<file path="src/rtl/drop_sequencer_pkg.sv">
// Shared types and constants for the Connect Four move sequencer.
// Board geometry, player encoding, FSM state encoding and thermometer helpers.
package drop_sequencer_pkg;

    localparam int NUM_COLS  = 7;
    localparam int NUM_ROWS  = 6;
    localparam int MOVES_MAX = NUM_COLS * NUM_ROWS;
    localparam int CELLS     = NUM_COLS * NUM_ROWS;

    localparam logic PLAYER1 = 1'b0;
    localparam logic PLAYER2 = 1'b1;

    typedef enum logic [2:0] {
        ST_IDLE,
        ST_CHECK,
        ST_UPDATE,
        ST_DRAW,
        ST_NEXT,
        ST_FULL
    } state_t;

    // Number of filled cells in a column, which is also the index of the next free cell.
    function automatic logic [2:0] therm_count(input logic [NUM_ROWS-1:0] therm);
        logic [2:0] n;
        n = '0;
        for (int i = 0; i < NUM_ROWS; i++) begin
            n = n + {2'b00, therm[i]};
        end
        return n;
    endfunction

endpackage

</file>
<file path="src/rtl/drop_sequencer_find_vga_row.sv">
// Thermometer-to-VGA-row decoder: a column holding N pieces puts its top piece
// on VGA row NUM_ROWS-N (row 0 is the top of the screen).
module find_vga_row
    import drop_sequencer_pkg::*;
(
    input  logic [NUM_ROWS-1:0] therm_i,
    output logic [2:0]          vga_row_o
);

    logic [2:0] filled;

    always_comb begin
        filled    = therm_count(therm_i);
        vga_row_o = (filled == 3'd0) ? 3'd0 : 3'(NUM_ROWS) - filled;
    end

endmodule

</file>
<file path="src/rtl/drop_sequencer.sv">
// Connect Four move controller: validates a column choice, drops the piece into
// the occupancy/owner maps, issues one VGA draw request and passes the turn.
//
// state  | meaning
// IDLE   | waiting for a move; move_ready high
// CHECK  | column range / full-column check, reject with move_err
// UPDATE | write thermometer and owner bit, latch draw coordinates
// DRAW   | draw_req held until draw_done
// NEXT   | toggle player, bump move count, detect full board
// FULL   | board complete; only new_game or reset leave
module drop_sequencer
    import drop_sequencer_pkg::*;
(
    input  logic             clk,
    input  logic             resetn,
    input  logic             new_game,
    input  logic             move_valid,
    input  logic [2:0]       move_col,
    output logic             move_ready,
    output logic             move_err,
    output logic             draw_req,
    output logic [2:0]       draw_col,
    output logic [2:0]       draw_row,
    output logic             draw_player,
    input  logic             draw_done,
    output logic             cur_player,
    output logic             board_full,
    output logic [CELLS-1:0] onoff_flat,
    output logic [CELLS-1:0] owner_flat
);

    state_t            state_q, state_d;
    logic [2:0]        col_q, col_d;
    logic [CELLS-1:0]  onoff_q, onoff_d;
    logic [CELLS-1:0]  owner_q, owner_d;
    logic              player_q, player_d;
    logic [5:0]        count_q, count_d;
    logic              draw_req_q, draw_req_d;
    logic [2:0]        draw_col_q, draw_col_d;
    logic [2:0]        draw_row_q, draw_row_d;
    logic              draw_player_q, draw_player_d;
    logic              move_err_q, move_err_d;
    logic              board_full_q, board_full_d;

    logic [NUM_ROWS-1:0] col_therm, col_therm_new;
    logic [NUM_ROWS-1:0] col_owner, col_owner_new;
    logic [2:0]          free_idx;
    logic                col_legal;
    logic [2:0]          new_row;

    // Column selection by compare loop so an out-of-range col_q simply reads as empty.
    always_comb begin
        col_therm = '0;
        col_owner = '0;
        for (int c = 0; c < NUM_COLS; c++) begin
            if (col_q == 3'(c)) begin
                col_therm = onoff_q[c*NUM_ROWS +: NUM_ROWS];
                col_owner = owner_q[c*NUM_ROWS +: NUM_ROWS];
            end
        end
    end

    assign col_legal     = (col_q < 3'(NUM_COLS)) && !col_therm[NUM_ROWS-1];
    assign col_therm_new = {col_therm[NUM_ROWS-2:0], 1'b1};
    assign free_idx      = therm_count(col_therm);

    always_comb begin
        col_owner_new = col_owner;
        for (int r = 0; r < NUM_ROWS; r++) begin
            if (free_idx == 3'(r)) begin
                col_owner_new[r] = player_q;
            end
        end
    end

    find_vga_row u_find_vga_row (
        .therm_i   (col_therm_new),
        .vga_row_o (new_row)
    );

    always_comb begin
        state_d       = state_q;
        col_d         = col_q;
        onoff_d       = onoff_q;
        owner_d       = owner_q;
        player_d      = player_q;
        count_d       = count_q;
        draw_col_d    = draw_col_q;
        draw_row_d    = draw_row_q;
        draw_player_d = draw_player_q;
        move_err_d    = 1'b0;

        case (state_q)
            ST_IDLE: begin
                if (move_valid) begin
                    col_d   = move_col;
                    state_d = ST_CHECK;
                end
            end
            ST_CHECK: begin
                if (col_legal) begin
                    state_d = ST_UPDATE;
                end else begin
                    move_err_d = 1'b1;
                    state_d    = ST_IDLE;
                end
            end
            ST_UPDATE: begin
                for (int c = 0; c < NUM_COLS; c++) begin
                    if (col_q == 3'(c)) begin
                        onoff_d[c*NUM_ROWS +: NUM_ROWS] = col_therm_new;
                        owner_d[c*NUM_ROWS +: NUM_ROWS] = col_owner_new;
                    end
                end
                draw_col_d    = col_q;
                draw_row_d    = new_row;
                draw_player_d = player_q;
                state_d       = ST_DRAW;
            end
            ST_DRAW: begin
                if (draw_done) begin
                    state_d = ST_NEXT;
                end
            end
            ST_NEXT: begin
                player_d = (player_q == PLAYER1) ? PLAYER2 : PLAYER1;
                count_d  = count_q + 6'd1;
                state_d  = (count_d == 6'(MOVES_MAX)) ? ST_FULL : ST_IDLE;
            end
            ST_FULL: begin
                state_d = ST_FULL;
            end
            default: begin
                state_d = ST_IDLE;
            end
        endcase

        // A new game wins over anything the FSM decided this cycle, including a pending draw.
        if (new_game) begin
            state_d    = ST_IDLE;
            onoff_d    = '0;
            owner_d    = '0;
            player_d   = PLAYER1;
            count_d    = '0;
            move_err_d = 1'b0;
        end
    end

    assign draw_req_d   = (state_d == ST_DRAW);
    assign board_full_d = (state_d == ST_FULL);

    always_ff @(posedge clk or negedge resetn) begin
        if (!resetn) begin
            state_q       <= ST_IDLE;
            col_q         <= '0;
            onoff_q       <= '0;
            owner_q       <= '0;
            player_q      <= PLAYER1;
            count_q       <= '0;
            draw_req_q    <= 1'b0;
            draw_col_q    <= '0;
            draw_row_q    <= '0;
            draw_player_q <= 1'b0;
            move_err_q    <= 1'b0;
            board_full_q  <= 1'b0;
        end else begin
            state_q       <= state_d;
            col_q         <= col_d;
            onoff_q       <= onoff_d;
            owner_q       <= owner_d;
            player_q      <= player_d;
            count_q       <= count_d;
            draw_req_q    <= draw_req_d;
            draw_col_q    <= draw_col_d;
            draw_row_q    <= draw_row_d;
            draw_player_q <= draw_player_d;
            move_err_q    <= move_err_d;
            board_full_q  <= board_full_d;
        end
    end

    assign move_ready  = (state_q == ST_IDLE);
    assign move_err    = move_err_q;
    assign draw_req    = draw_req_q;
    assign draw_col    = draw_col_q;
    assign draw_row    = draw_row_q;
    assign draw_player = draw_player_q;
    assign cur_player  = player_q;
    assign board_full  = board_full_q;
    assign onoff_flat  = onoff_q;
    assign owner_flat  = owner_q;

endmodule

</file>
<file path="config.mk">
export PLATFORM = sky130hd
export DESIGN_NAME = drop_sequencer
export DESIGN_NICKNAME = d
export VERILOG_FILES = /design/src/rtl/drop_sequencer_pkg.sv /design/src/rtl/drop_sequencer_find_vga_row.sv /design/src/rtl/drop_sequencer.sv
export SDC_FILE = /design/constraint.sdc
export NUM_CORES = 1
export LEC_CHECK = 0
export ABC_AREA = 1
export BUFFER_PORTS_ARGS = -buffer_cell sky130_fd_sc_hd__buf_2
export CORE_ASPECT_RATIO = 0.9
export CORE_MARGIN = 5
export CORE_UTILIZATION = 55
export DETAILED_ROUTE_END_ITERATION = 10
export GPL_TIMING_DRIVEN = 0
export PLACE_DENSITY = 0.9
export SYNTH_ARGS = -nofsm -noshare
export SYNTH_HDL_FRONTEND = slang
export SYNTH_SLANG_ARGS = --single-unit
</file>
<file path="constraint.sdc">
create_clock -name clk -period 4.2 [get_ports clk]
set_input_delay 0.21 -clock clk [delete_from_list [all_inputs] [get_ports clk]]
set_output_delay 0.21 -clock clk [all_outputs]
set_load 0.005 [all_outputs]
</file>
==> impl_metrics.py <==
metrics = {
    "finish": {
        "final_cells": 943,
        "num_antenna_cells": 0,
        "regArea_sq_mm": 0.00268,
        "multi_input_area_sq_mm": 0.00244,
        "final_layout_size_suffix_gt1_frac": 0.219,
        "nNetsFinal": 830,
        "finish.utilization": 0.668,
        "final_area_sq_mm": 0.00642,
        "nFillCells": 772,
        "final_cell_mix": "nand2_1, buf_2, dfrtp_1",
        "layout_commonest_cell": "nand2_1",
        "area_delta_synth_final_pct": 19.5,
    },
    "min_path": {
        "hold_path_depth": 3,
        "holdPathEnd": "col_q[0]",
        "hold_class": "in -> reg",
        "worstHoldStart": "move_col[0]",
    },
    "logic_synthesis": {
        "netlist_area_sq_mm": 0.00538,
        "ys_seq_area_frac": 0.498,
        "ys.warnings.count": 0,
        "ys_seq_elements": 107,
        "syn_area_per_cell_sq_um": 7.75,
        "ys_types": 30,
        "syn-num-nets": 711,
        "syn_inst": 694,
    },
    "critical_path": {
        "critPathLaunchType": "flip-flop",
        "r2r-end": "owner_flat[37]",
        "cp_max_fo": 7,
        "r2r_slack_ns": 0.08,
        "ff2ff_path_depth": 19,
        "required_ns": 4.47,
        "path_class": "reg -> reg",
        "rr_startpoint": "col_q[1]",
        "crit_path_end_kind": "flip-flop",
        "cp.arrival_ns": 4.38,
    },
    "grt": {
        "use_met2": 0.428,
        "grt_max_degree": 71,
        "grt_busiest_layer": "met2",
        "use_met1": 0.365,
        "track_usage": 0.270,
        "use_met3": 0.0601,
        "antenna_found_initial": 0,
        "first_global_vias": 5194,
        "grt_pass1_wl_um": 25600,
        "grt_overflow_total": 0,
    },
    "clock_network": {
        "htreeDepth": 3,
        "clk_pin_slew_ns": 0.10,
        "root_buffer": "clkbuf_8",
        "cts.path.max_buffers": 2,
        "cts_buffers": 9,
        "clk-insertion-delay-late_ns": 0.38,
        "clock-sinks": 107,
        "cts_tree": "done",
    },
    "power": {
        "p_leak_nw": 3.56,
        "p_switching_mw": 1.83,
        "clockPowerShare": 0.157,
        "switching_share": 0.451,
        "p_int_mw": 2.23,
        "peakVddDrop_mv": 0.339,
        "p_comb_frac": 0.467,
        "seqPwrFrac": 0.375,
        "p_per_area_mw_per_mm2": 631,
    },
    "sta": {
        "fin_crit_sh": 0.980,
        "setup-tns-final_ns": 0,
        "skew_ns": 0.00966,
        "slew_headroom": 0.452,
        "fmax_mhz": 243,
        "finalCriticalPeriod_ns": 4.12,
        "finalHoldViolations": 0,
        "setup-violations-final": 0,
        "drv_slew": 0,
        "tightest_slew_ns": 0.822,
    },
    "die": {
        "die_area_sq_mm": 0.0119,
        "fp.dieH_um": 104,
        "rows": 34,
        "io_pins": 104,
        "start_util": 0.559,
        "coreArea_sq_mm": 0.00961,
        "die_w_um": 114,
    },
    "status": {
        "outcome": "complete, no violations",
    },
    "routing": {
        "drc": 0,
        "via_per_inst": 5.71,
        "vias": 5389,
        "routed_wl_um": 15900,
        "drtPass1Iterations": 6,
        "drtIter0Drc": 496,
        "wl_per_cell_um": 16.9,
        "ant_nets": 0,
    },
    "run": {
        "drv_cap": 0,
    },
    "place": {
        "numPortBuffers": 103,
        "dp.final_hpwl_um": 11900,
        "place_area_sq_mm": 0.00608,
        "gp_congestion": 0.963,
        "dp.cells": 924,
    },
}
-- flip-flops by register name (all words and copies together) (netlist names) --
signal	flops
board_full	1
count_q	6
col_q	3
draw_row	3
draw_player	1
move_err	1
draw_col	3
state_q	3
draw_req	1
cur_player	1
owner_flat	42
onoff_flat	42
-- synth_stat cells --
cell type	instances	area, sq um
nand2_1	234	878
dfrtp_1	107	2680
nand3_1	92	460
inv_1	58	218
nor2_1	57	214
o21ai_0	25	125
a21oi_1	19	95.1
o21ai_1	13	65.1
nand4_1	12	75.1
buf_2	11	55.1
or2_2	10	62.6
inv_2	9	33.8
clkbuf_1	8	30.0
nor3_1	7	35.0
fa_1	6	120
xor2_1	4	35.0
ha_1	3	37.5
nor3_2	3	30.0
clkinv_1	2	7.51
nand3_2	2	20.0
o22ai_1	2	12.5
or2_0	2	12.5
a21o_1	1	7.51
a22o_1	1	8.76
buf_4	1	7.51
nand3_4	1	17.5
nand3b_1	1	7.51
nand4_2	1	12.5
or2_1	1	6.26
xnor2_1	1	8.76
-- stage by stage --
stage | setup WS (ns) | hold slack, ns | total power, mW
2_1_floorplan | 0.487 | -0.0856 | 2.59
3_3_place_gp | -0.0757 | 0.463 | 3.18
3_5_place_dp | -0.237 | 0.204 | 3.26
4_1_cts | 0.00649 | 0.0753 | 3.92
5_1_grt | -0.0562 | 0.104 | 4.33
6_report | 0.0821 | 0.0825 | 4.05
-- power groups by stage --
stage / Sequential, mW / Clock [mW] / Combinational, mW
final: 1.52 / 0.638 / 1.89
after global routing: 1.55 / 0.670 / 2.11
after CTS: 1.51 / 0.637 / 1.77
after detailed placement: 1.53 / 0 / 1.73
after global placement: 1.52 / 0 / 1.67
after floorplan: 1.50 / 0 / 1.09
-- layout make-up --
class                   count  share of cell area
plain buffers              19              0.0171
clock buffers              10              0.0199
clock inverters             5             0.00993
inverters                  69              0.0411
multi-input cells         498               0.379
flip-flops and latches    107               0.417
well taps                 126              0.0245
repair buffers            109              0.0911
-- critical path, cell delays in order (launching register included) --
cell and delay (ns):
dfrtp_2 0.48, buf_4 0.16, nor3_4 0.32, nand2_1 0.10, o21ai_1 0.10, a21oi_1 0.08, nand4_1 0.15, nand2_2 0.12
fa_1 0.55, inv_1 0.05, fa_1 0.43, ha_1 0.21, fa_2 0.58, inv_1 0.09, nand3_1 0.12, nand2_1 0.08
inv_1 0.07, nand2_2 0.13, nand3_1 0.13, nand2_1 0.07
-- routing by layer --
metal / wire length, um / part of all wire
met1: 6330 / 0.40
met2: 7380 / 0.46
met3: 1700 / 0.11
met4: 522 / 0.033
met5: 0 / 0
-- worst max-delay path by stage --
stage / startpoint / end / slack (ns) / cells after the start
floorplan: col_q[0] / owner_flat[31] / 0.49 / 17
global placement: col_q[1] / owner_flat[41] / -0.08 / 20
detailed placement: col_q[1] / owner_flat[29] / -0.24 / 20
CTS: col_q[1] / owner_flat[10] / 0.006 / 20
global route: col_q[1] / owner_flat[37] / -0.06 / 19
finish: col_q[1] / owner_flat[37] / 0.08 / 19
-- repair_timing --
item,in CTS,in global routing
pin swaps,0,2
hold buffers,1,0
endpoints found under the setup margin,35,42
buffers inserted,0,4
endpoints found under the hold margin,37,0
gates resized for setup,11,26
-- logic make-up after synthesis --
| group | after synthesis | synth area share |
|---|---|---|
| AND/OR/NAND/NOR | 423 | 0.341 |
| flip-flops | 107 | 0.498 |
| buffers and inverters | 89 | 0.0654 |
| AO/OA/AOI/OAI | 61 | 0.0584 |
| adder cells (fa/ha/maj) | 9 | 0.0293 |
| XOR/XNOR | 5 | 0.00814 |
No activity file was read; power rests on OpenSTA's default activity.
